==> src/rtl/mac_ctrl_pkg.sv <==
// mac_ctrl_pkg
// Shared types and default constants for the MAC sequencer.
//   mac_seq_state_t : controller state encoding
//   MAC_VEC_LEN     : default operand pairs per dot product
//   MAC_MULT_LAT    : default multiplier pipeline depth
//   MAC_FIFO_LAT    : default FIFO read latency
package mac_ctrl_pkg;

    typedef enum logic [2:0] {
        ST_IDLE  = 3'd0,
        ST_CLEAR = 3'd1,
        ST_FEED  = 3'd2,
        ST_DRAIN = 3'd3,
        ST_DONE  = 3'd4
    } mac_seq_state_t;

    localparam int MAC_VEC_LEN  = 8;
    localparam int MAC_MULT_LAT = 1;
    localparam int MAC_FIFO_LAT = 1;

endpackage : mac_ctrl_pkg

==> src/rtl/valid_delay.sv <==
// valid_delay
// Depth-DEPTH shift register carrying one valid bit per issued operand pair.
// Ports:
//   clk      : clock, rising edge
//   rst_n    : asynchronous active-low reset, clears every stage
//   flush    : synchronous clear of every stage (wins over shifting)
//   din      : valid bit entering stage 1
//   dout     : valid bit leaving stage DEPTH
//   inflight : some valid bit sits in a stage other than the last one
module valid_delay #(
    parameter int DEPTH = 2
) (
    input  logic clk,
    input  logic rst_n,
    input  logic flush,
    input  logic din,
    output logic dout,
    output logic inflight
);

    logic [DEPTH-1:0] stage_reg;
    logic [DEPTH-1:0] shift_in;

    genvar gi;
    generate
        for (gi = 0; gi < DEPTH; gi++) begin : g_shift
            if (gi == 0) begin : g_head
                assign shift_in[gi] = din;
            end else begin : g_body
                assign shift_in[gi] = stage_reg[gi-1];
            end
        end

        // The last stage is the output tap; only the stages ahead of it
        // can still produce a future pulse.
        if (DEPTH > 1) begin : g_inflight
            assign inflight = |stage_reg[DEPTH-2:0];
        end else begin : g_no_inflight
            assign inflight = 1'b0;
        end
    endgenerate

    always_ff @(posedge clk or negedge rst_n) begin
        if (!rst_n) begin
            stage_reg <= '0;
        end else if (flush) begin
            stage_reg <= '0;
        end else begin
            stage_reg <= shift_in;
        end
    end

    assign dout = stage_reg[DEPTH-1];

endmodule : valid_delay

==> src/rtl/mac_seq_ctrl.sv <==
// mac_seq_ctrl
// Sequencer between the operand FIFOs and the MAC array. On start it clears
// the accumulators, pops exactly VEC_LEN operand pairs, and enables
// accumulation only when a valid product reaches the multiplier output.
// Ports:
//   clk        : clock, rising edge
//   rst_n      : asynchronous active-low reset
//   start      : run request, sampled only when idle
//   abort      : synchronous cancel back to idle
//   fifo_empty : any operand FIFO empty
//   fifo_rden  : pop one entry from every operand FIFO
//   mac_clr    : accumulator clear to all lanes
//   mac_en     : accumulate enable to all lanes
//   busy       : controller not idle
//   done       : one-cycle pulse, results final
module mac_seq_ctrl
    import mac_ctrl_pkg::*;
#(
    parameter int VEC_LEN  = MAC_VEC_LEN,
    parameter int MULT_LAT = MAC_MULT_LAT,
    parameter int FIFO_LAT = MAC_FIFO_LAT
) (
    input  logic clk,
    input  logic rst_n,
    input  logic start,
    input  logic abort,
    input  logic fifo_empty,
    output logic fifo_rden,
    output logic mac_clr,
    output logic mac_en,
    output logic busy,
    output logic done
);

    localparam int DEPTH = FIFO_LAT + MULT_LAT;
    localparam int CNT_W = $clog2(VEC_LEN + 1);
    localparam logic [CNT_W-1:0] LAST_ISSUE = CNT_W'(VEC_LEN - 1);

    mac_seq_state_t   state_reg, state_next;
    logic [CNT_W-1:0] issue_cnt_reg, issue_cnt_next;
    logic             flush;
    logic             inflight;

    always_ff @(posedge clk or negedge rst_n) begin
        if (!rst_n) begin
            state_reg     <= ST_IDLE;
            issue_cnt_reg <= '0;
        end else begin
            state_reg     <= state_next;
            issue_cnt_reg <= issue_cnt_next;
        end
    end

    always_comb begin
        state_next     = state_reg;
        issue_cnt_next = issue_cnt_reg;
        fifo_rden      = 1'b0;
        mac_clr        = 1'b0;
        flush          = 1'b0;

        case (state_reg)
            ST_IDLE: begin
                issue_cnt_next = '0;
                if (start) begin
                    state_next = ST_CLEAR;
                end
            end
            ST_CLEAR: begin
                mac_clr    = 1'b1;
                state_next = ST_FEED;
            end
            ST_FEED: begin
                if (!fifo_empty) begin
                    fifo_rden      = 1'b1;
                    issue_cnt_next = issue_cnt_reg + 1'b1;
                    if (issue_cnt_reg == LAST_ISSUE) begin
                        state_next = ST_DRAIN;
                    end
                end
            end
            ST_DRAIN: begin
                // Leave as soon as the only remaining valid bit (if any) is
                // at the output tap: that is the final mac_en pulse, and it
                // fires this cycle while DONE follows on the next.
                if (!inflight) begin
                    state_next = ST_DONE;
                end
            end
            ST_DONE: begin
                state_next = ST_IDLE;
            end
            default: begin
                state_next = ST_IDLE;
            end
        endcase

        // Cancel overrides everything. The pop is also held back so an
        // aborted run does not throw away one more entry than necessary.
        if (abort) begin
            state_next     = ST_IDLE;
            issue_cnt_next = '0;
            flush          = 1'b1;
            fifo_rden      = 1'b0;
        end
    end

    valid_delay #(
        .DEPTH(DEPTH)
    ) u_valid_delay (
        .clk      (clk),
        .rst_n    (rst_n),
        .flush    (flush),
        .din      (fifo_rden),
        .dout     (mac_en),
        .inflight (inflight)
    );

    assign busy = (state_reg != ST_IDLE);
    assign done = (state_reg == ST_DONE);

endmodule : mac_seq_ctrl

==> config.mk <==
export PLATFORM = sky130hd
export DESIGN_NAME = mac_seq_ctrl
export DESIGN_NICKNAME = d
export VERILOG_FILES = /design/src/rtl/mac_ctrl_pkg.sv /design/src/rtl/valid_delay.sv /design/src/rtl/mac_seq_ctrl.sv
export SDC_FILE = /design/constraint.sdc
export NUM_CORES = 1
export LEC_CHECK = 0
export ABC_AREA = 1
export CAP_MARGIN = 20
export CORE_AREA = 2 2 39 41
export CTS_CLUSTER_DIAMETER = 40
export DETAILED_ROUTE_END_ITERATION = 7
export DIE_AREA = 0 0 41 43
export PLACE_DENSITY = 0.69
export SETUP_SLACK_MARGIN = 0.15
export SLEW_MARGIN = 20
export SYNTH_ARGS = -nofsm -noshare
export SYNTH_HDL_FRONTEND = slang
export SYNTH_SLANG_ARGS = --single-unit
==> constraint.sdc <==
create_clock -name clk -period 1.5 [get_ports clk]
set_input_delay 0.375 -clock clk [delete_from_list [all_inputs] [get_ports clk]]
set_output_delay 0.375 -clock clk [all_outputs]
set_load 0.01 [all_outputs]
==> impl_metrics.py <==
metrics = {
    "placement": {
        "dp.final_hpwl_um": 955.5,
        "placedCellCount": 110,
        "place_area_sq_um": 762.0,
        "numPortBuffers": 9,
        "gp_congestion": 0.8341,
        "preCtsSetupSlack_ns": -0.5405,
    },
    "detailed_routing": {
        "antenna_left": 0,
        "drtPass1Iterations": 2,
        "drc": 0,
        "wire_per_inst_um": 10.91,
        "viasPerCell": 4.669,
        "drt-initial-drc-count": 5,
        "drt_wl_total_um": 1320,
        "vias": 565,
    },
    "floorplan": {
        "start_util_pct": 40.05,
        "ioPinCount": 10,
        "chipHeight_um": 43,
        "core_sq_um": 1384,
        "fp.dieArea_sq_um": 1763,
        "rows": 14,
        "die_width_um": 41,
    },
    "sta": {
        "setup_total_negative_slack_ns": -0.06662,
        "setup_viol_count_final": 2,
        "rsz0062_at_grt": "yes",
        "drv_slew": 0,
        "hold_violations": 0,
        "fin_crit_ns": 1.538,
        "layout_setup_ws_ns": -0.03806,
        "fin_skew_ns": 0.0007697,
        "fin_hold_ws_ns": 0.4089,
        "fmax_mhz": 650.2,
        "tightestPinTransition_ns": 0.4164,
        "fin_crit_sh_pct": 102.5,
        "relSlewSlack_pct": 72.15,
    },
    "power_and_ir_drop": {
        "power_density_nw_per_um2": 1160,
        "p_leak_nw": 0.4704,
        "ir_drop_mv": 0.5826,
        "totalPowerFinal_mw": 1.025,
    },
    "setup_path": {
        "start_kind": "register",
        "critPathMaxFanout": 2,
        "crit_arrival_ns": 1.16,
        "critPathRequiredTime_ns": 1.12,
        "setup.worst_path.end_class": "primary output",
        "path_class": "register to primary output",
    },
    "finish": {
        "final_cells": 121,
        "largest_register_ffs": 4,
        "drive_gt1_share_pct": 43.81,
        "multi_input_area_sq_um": 329.1,
        "final_util_pct": 63.83,
        "stdcell_area_sq_um": 883.3,
        "antennaDiodeCount": 0,
        "nFillCells": 128,
        "layout.area.seq_sq_um": 225.2,
        "area_growth_pct": 59.37,
        "layout_common_cells": "16 x nand2_1, 16 x buf_4, 9 x dfrtp_1",
        "nets": 112,
    },
    "synthesis": {
        "synth_seq_cells": 9,
        "synth_area_sq_um": 554.3,
        "yosysSeqAreaShare_pct": 40.63,
        "yosysWarnings": 0,
        "yosysUniqueCellTypes": 18,
        "syn-mean-instance-area_sq_um": 7.698,
        "synth_fp_nets": 78,
        "synthCells": 72,
    },
    "global_routing": {
        "grt_pass1_vias": 562,
        "grt_max_degree": 10,
        "grt_usage_pct": 19.07,
        "gr-total-overflow": 0,
        "antenna_found_initial": 0,
        "grt_pass1_wl_um": 2221,
    },
    "job": {
        "drv_cap": 0,
    },
    "status": {
        "violations": "negative setup slack",
        "status": "complete, but fails checks",
    },
    "clocking": {
        "cts_buffer_depth": 2,
        "cts_sinks": 9,
        "htree_num_levels": 1,
        "root_buffer": "clkbuf_4",
        "clkLatencyLatePin_ns": 0.26,
        "clk_pin_slew_ns": 0.06,
        "cts_made_buffers": 3,
        "cts_tree": "built",
        "hold_buffers": 0,
    },
    "hold_path": {
        "min_path_type": "input pin to async pin",
    },
}
[kinds of logic after synthesis]
kind of cell             share of synthesized area, %
adder cells (fa/ha/maj)                         2.257
flip-flops                                      40.63
XOR/XNOR                                        3.161
AO/OA/AOI/OAI                                   6.545
buffers and inverters                           6.096
AND/OR/NAND/NOR                                 41.31
[routing by layer]
layer	share of wire (%)	global-route usage, %	wire length (um)	up-vias
met5	0	0	0	-
met4	1.7	8.000	23	0
met3	3.0	4.712	39	3
met2	55	33.13	721	11
met1	41	20.27	536	256
li1	-	-	-	295
[critical path: stages, from the launching register on]
cell     delay (ns)
dfrtp_1        0.41
nor2_4         0.13
buf_6          0.11
nand2_4        0.05
nor2_4         0.09
buf_6          0.11
[final timing paths]
kind                       cells after the start                      endpoint  slack [ns]                         start
hold reg to reg                                2  issue_cnt_reg[1]$_DFFE_PN0P_        0.56  issue_cnt_reg[1]$_DFFE_PN0P_
hold / removal                                 1      state_reg[0]$_DFFE_PN0P_        0.41                         rst_n
setup reg to reg                               9      state_reg[1]$_DFFE_PN0P_        0.08      state_reg[2]$_DFFE_PN0P_
max in group asynchronous                      1  issue_cnt_reg[0]$_DFFE_PN0P_        0.80                         rst_n
setup / recovery                               5                     fifo_rden       -0.04      state_reg[2]$_DFFE_PN0P_
min in group clk                               2  issue_cnt_reg[1]$_DFFE_PN0P_        0.56  issue_cnt_reg[1]$_DFFE_PN0P_
[where the power goes]
part	total, mW	internal [mW]	switching, mW
Clock	0.189	0.0986	0.0900
Sequential	0.295	0.269	0.0254
Combinational	0.541	0.288	0.253
[area by class of cell]
class | count | share of cell area [%]
well taps | 16 | 2.266
clock buffers | 3 | 2.550
repair buffers | 29 | 27.76
flip-flops and latches | 9 | 25.50
multi-input cells | 54 | 37.25
clock inverters | 1 | 0.5666
inverters | 9 | 4.108
[timing repair]
| item | in CTS | in global routing |
|---|---|---|
| setup buffers | 7 | 0 |
| resized for setup | 27 | 8 |
| endpoints found under the hold margin | 0 | 0 |
| pin swaps | 3 | 2 |
| setup endpoints to repair | 7 | 9 |
[cells in the mapped netlist, drive strengths merged]
master  count  share of area, %
nor2       14                15
o21bai      1               1.4
inv         9               6.1
xnor2       1               1.6
ha          1               2.3
dfrtp       9                41
nand2      19                15
nand3      10               9.0
xor2        1               1.6
o21ai       5               5.2
nor3        2               1.8
No activity file was read; power rests on OpenSTA's default activity.
==> RTL edit 1: new RTL, same flow settings <==
Encoding of `mac_seq_state_t`: now one-hot (5 bits for 5 states).
--- a/src/rtl/mac_ctrl_pkg.sv
+++ b/src/rtl/mac_ctrl_pkg.sv
@@ -7,10 +7,10 @@
 package mac_ctrl_pkg;
 
-    typedef enum logic [2:0] {
-        ST_IDLE  = 3'd0,
-        ST_CLEAR = 3'd1,
-        ST_FEED  = 3'd2,
-        ST_DRAIN = 3'd3,
-        ST_DONE  = 3'd4
+    typedef enum logic [4:0] {
+        ST_IDLE  = 5'b00001,
+        ST_CLEAR = 5'b00010,
+        ST_FEED  = 5'b00100,
+        ST_DRAIN = 5'b01000,
+        ST_DONE  = 5'b10000
     } mac_seq_state_t;
 
Check against the original RTL: no difference found for any inputs over 10 cycles, from zero or initial values and one cycle with rst_n low; not proved beyond that.
==> RTL edit 1 against the original RTL <==
The run still ends with setup timing left. Power up 15%. Cell area up 18%. Maximum frequency down 9.1%. Worst setup slack worse by 0.15 ns. Die area unchanged. Sequential share of layout area up 0.94 points. Sequential cell count up 2. Final cell count up 15%. Critical path type unchanged. Wire length up 27%. Register-to-register slack worse by 0.21 ns. Via count up 22%. Synthesized area up 14%.
==> RTL edit 1: results (changes against the original RTL) <==
| Metric | Value |
|---|---|
| Count of cells along the worst register-to-register path | `10 (was 9)` |
| Final routed wirelength across all metal layers | `1680 um (was 1320 um)` |
| Fraction of final layout cells with drive strength greater than 1 | `52.8% (was 43.8%)` |
| Count of endpoints failing setup in the final report | `9 (was 2)` |
| Cell count after synthesis | `83 (was 72)` |
| Via count of the first global-routing pass | `637 (was 562)` |
| Critical path fanouts, max | `2 (unchanged)` |
| Xor and xnor fraction of the mapped netlist area | `2.76% (was 3.16%)` |
| Final-stage net count | `130 (was 112)` |
| Synth cell count leaders | `nand2_1 (21), dfrtp_1 (10), nor2_1 (10) (was nand2_1 (16), nand3_1 (10), dfrtp_1 (9), nor2_1 (9), inv_1 (7))` |
| Flip-flop count of the largest register after layout | `5 (was 4)` |
| R2r setup slk | `-0.13 ns (was 0.08 ns)` |
| Leading register cell type out of synthesis | `dfrtp_1 (unchanged)` |
| Crit Reg-Reg Endpoint | `state_reg[0] (was state_reg[1])` |
| Compound-gate portion of the synthesized area | `5.33% (was 6.55%)` |
| Clock latency on the worst-skew pair | `0.28 ns (was 0.26 ns)` |
| Clk_skew | `0.00393 ns (was 0.000770 ns)` |
| Placed Instances | `127 (was 110)` |
| Via density | `4.95 (was 4.67)` |
| Highest cell delay on the worst timing path | `0.39 ns (was 0.41 ns)` |
| Result of the run | `complete, but fails checks (unchanged)` |
| Maximum number of pins on one net before global-route repair | `12 (was 10)` |
| Total vias in the final route | `688 (was 565)` |
| Signal arrival time at the worst endpoint | `1.32 ns (was 1.16 ns)` |
| Share of cell area taken by muxes after synthesis | `0% (unchanged)` |
| Static power due to leakage | `0.539 nW (was 0.470 nW)` |
| CTS H-Tree Depth | `1 (unchanged)` |
| Least-Margin Pin Slew | `0.387 ns (was 0.416 ns)` |
| Fillcell total | `117 (was 128)` |
| DR pass1 iterations | `4 (was 2)` |
| Number of synthesis warnings | `0 (unchanged)` |
| Overall global routing resource usage | `22.8% (was 19.1%)` |
| HPWL after DPL | `1170 um (was 956 um)` |
| Adder and majority gate portion of the synthesized area | `1.97% (was 2.26%)` |
| Syn Nets | `89 (was 78)` |
| Placed cell areas | `890 um^2 (was 762 um^2)` |
| Area contributors post-synth | `dfrtp_1 (39%), nand2_1 (12%), nor2_1 (5.9%), dfstp_2 (4.1%), nand3_1 (3.9%) (was dfrtp_1 (41%), nand2_1 (11%), nand3_1 (9.0%), nor2_4 (8.1%), nor2_1 (6.1%))` |
| Number of distinct standard cells referenced by the synthesized netlist | `21 (was 18)` |
| VDD IR-drop max | `0.722 mV (was 0.583 mV)` |
| Minimum setup slack in the final design | `-0.191 ns (was -0.0381 ns)` |
| Hold slack final | `0.379 ns (was 0.409 ns)` |
| Violations in the final reports | `setup timing (unchanged)` |
| Number of DRC markers after the initial detailed-route iteration | `4 (was 5)` |
| Proportion of synthesized chip area in sequential cells | `43.6% (was 40.6%)` |
| Startpoint of the lowest-slack register-to-register path | `state_reg[3] (was state_reg[2])` |
| Wire length of the first global-routing pass | `2620 um (was 2220 um)` |
| Routability congestion estimate | `0.889 (was 0.834)` |
==> RTL edit 1: cell count changes in the layout (fill, tap and decap cells not counted), moves of 3 or more <==
cell / before / now
nand2_1: 16 / 13
buf_4: 16 / 24
nor2_2: 1 / 4
nand4_1: 0 / 4
nand2_2: 2 / 10
nand3_1: 8 / 2
==> RTL edit 1: cells by family (layout without fill, tap and decap cells) <==
| group | after synthesis | in the layout |
|---|---|---|
| simple gates | 51 | 51 |
| buf+inv | 12 | 52 |
| flops | 11 | 11 |
| compound gates | 6 | 6 |
| xor+xnor | 2 | 2 |
| fa+ha+maj | 1 | 1 |
==> RTL edit 1: layout make-up <==
class	instances	share of cell area (%)
well taps	16	1.91
flip-flops and latches	11	26.4
multi-input cells	60	34.9
clock inverters	1	0.478
inverters	11	4.19
clock buffers	3	2.15
repair buffers	37	29.9
==> RTL edit 1: repair_timing <==
item / 4_1_cts / 5_1_grt
buffers inserted: 7 / 1
pin swaps: 8 / 6
resized for setup: 35 / 7
endpoints found under the setup margin: 12 / 13
==> RTL edit 1: worst max path at each step <==
stage	from	cells after the start	slack, ns	to
finish	state_reg[3]	7	-0.19	fifo_rden
global route	state_reg[1]	6	-0.29	fifo_rden
CTS	state_reg[3]	7	-0.18	fifo_rden
detailed placement	abort	5	-0.47	fifo_rden
global placement	abort	5	-0.46	fifo_rden
floorplan	state_reg[1]	5	0.22	fifo_rden
==> RTL edit 1: stage by stage <==
step / total power, mW / setup TNS, ns / utilization (%) / setup WS (ns)
after CTS: 1.12 / -0.711 / 73.1 / -0.183
after global routing: 1.25 / -1.41 / 75.6 / -0.291
after global placement: 0.746 / -1.35 / 64.3 / -0.464
after detailed placement: 0.760 / -1.55 / 64.3 / -0.469
after floorplan: 0.540 / 0 / - / 0.219
final: 1.18 / -0.776 / 75.6 / -0.191
==> RTL edit 1: metal layers <==
metal	vias up	track usage, %	share of wire (%)
met5	-	0	0
met4	0	12.0	2.4
met3	5	4.71	2.8
met2	10	36.9	55
met1	329	26.6	40
li1	344	-	-
==> RTL edit 1: power by group <==
group	switching, mW	internal (mW)
registers	0.0234	0.328
clock network	0.106	0.0991
logic	0.286	0.338
==> RTL edit 2: new RTL, config.mk and constraints unchanged <==
Without the edit above. The package constant `MAC_VEC_LEN` goes from 8 to 16.
--- a/src/rtl/mac_ctrl_pkg.sv
+++ b/src/rtl/mac_ctrl_pkg.sv
@@ -15,5 +15,5 @@
     } mac_seq_state_t;
 
-    localparam int MAC_VEC_LEN  = 8;
+    localparam int MAC_VEC_LEN  = 16;
     localparam int MAC_MULT_LAT = 1;
     localparam int MAC_FIFO_LAT = 1;
Check against the original RTL: no difference found for any inputs over 10 cycles, from zero or initial values and one cycle with rst_n low; that may be too few to reach the edited logic, so the function may still have changed.
==> RTL edit 2 against the original RTL <==
The flow still finishes with violations (setup timing). Wire length grew 2.1%. Synthesized cell count rose by 2.8%. Sequential cell count grew 1. Power decreased by 3.9%. Worst setup slack lost 0.0028 ns. Critical path depth up 1. Synthesized area rose by 7.2%. Cell area increased by 3.8%. Critical path type unchanged. Critical endpoint unchanged. Largest cell class unchanged. Largest power group unchanged. Highest routed layer unchanged.
==> RTL edit 2: results (changes against the original RTL) <==
| Metric | Value |
|---|---|
| Startpoint of the lowest-slack register-to-register path | `issue_cnt_reg[1] (was state_reg[2])` |
| Critical-path top delay cell | `dfrtp_2 (was dfrtp_1)` |
| Proportion of synthesized chip area in sequential cells | `42.1% (was 40.6%)` |
| Flip-flop count of the largest register after layout | `5 (was 4)` |
| Violations in the final reports | `setup timing (unchanged)` |
| Maximum number of pins on one net before global-route repair | `11 (was 10)` |
| Via count of the first global-routing pass | `508 (was 562)` |
| Placed cell areas | `785 um^2 (was 762 um^2)` |
| Syn Nets | `81 (was 78)` |
| Synth cell count leaders | `nand2_1 (17), inv_1 (12), dfrtp_1 (10) (was nand2_1 (16), nand3_1 (10), dfrtp_1 (9), nor2_1 (9), inv_1 (7))` |
| Post-Place Worst Slack | `-0.590 ns (was -0.540 ns)` |
| Highest cell delay on the worst timing path | `0.44 ns (was 0.41 ns)` |
| Count of endpoints failing setup in the final report | `2 (unchanged)` |
| Critical path fanouts, max | `3 (was 2)` |
| Minimum setup slack in the final design | `-0.0409 ns (was -0.0381 ns)` |
| Least-Margin Pin Slew | `0.441 ns (was 0.416 ns)` |
| Result of the run | `complete, but fails checks (unchanged)` |
| Routability congestion estimate | `0.755 (was 0.834)` |
| Clk_skew | `0.000488 ns (was 0.000770 ns)` |
| Hold slack final | `0.431 ns (was 0.409 ns)` |
| Placed Instances | `109 (was 110)` |
| Fraction of final layout cells with drive strength greater than 1 | `50.5% (was 43.8%)` |
| DR pass1 iterations | `4 (was 2)` |
| Overall global routing resource usage | `16.6% (was 19.1%)` |
| Via density | `4.77 (was 4.67)` |
| Synthesized area per cell | `8.03 um^2 (was 7.70 um^2)` |
## RTL edit 2: layout make-up
type,count,area (um^2)
fillers,126,467
well taps,16,20.0
repair buffers,27,226
flip-flops and latches,10,254
clock buffers,3,22.5
inverters,13,48.8
multi-input cells,50,345
## RTL edit 2: cells by family (layout without fill, tap and decap cells)
family,count (synthesis),count (layout),synth area share [%]
AO/OA/AOI/OAI,6,6,7.58
flip-flops,10,10,42.1
AND/OR/NAND/NOR,40,40,34.1
XOR/XNOR,2,2,2.95
adder cells (fa/ha/maj),2,2,4.21
buffers and inverters,14,43,9.05
## RTL edit 2: worst reg2reg max path, delay by kind of cell, from the launching register on
kind	cells	cell delay (ns)
and+or+nand+nor	8	0.57
adders and majority gates	2	0.35
DFF	1	0.38
buffers and inverters	1	0.06
## RTL edit 2: power by group
| group | leakage, nW | switching, mW | internal, mW |
|---|---|---|---|
| Clock | 0.0138 | 0.0774 | 0.0919 |
| Combinational | 0.307 | 0.224 | 0.252 |
| Sequential | 0.133 | 0.0390 | 0.300 |
## RTL edit 2: path summary, 6_finish.rpt
kind,depth (start not counted),to
min reg2reg,2,issue_cnt_reg[4]
min in group clk,2,issue_cnt_reg[4]
min,1,issue_cnt_reg[4]
max,6,fifo_rden
max in group asynchronous,1,state_reg[1]
max reg2reg,11,state_reg[1]
## RTL edit 2: metal layers
layer	part of all wire, %	track usage, %
met1	40	19.6
met3	3.9	1.57
met5	0	0
met4	0.89	12.0
met2	55	26.3
## RTL edit 2: repair_timing
item,CTS,global route
setup buffers,5,2
pin swaps,8,8
setup endpoints to repair,9,12
gates resized for setup,29,17
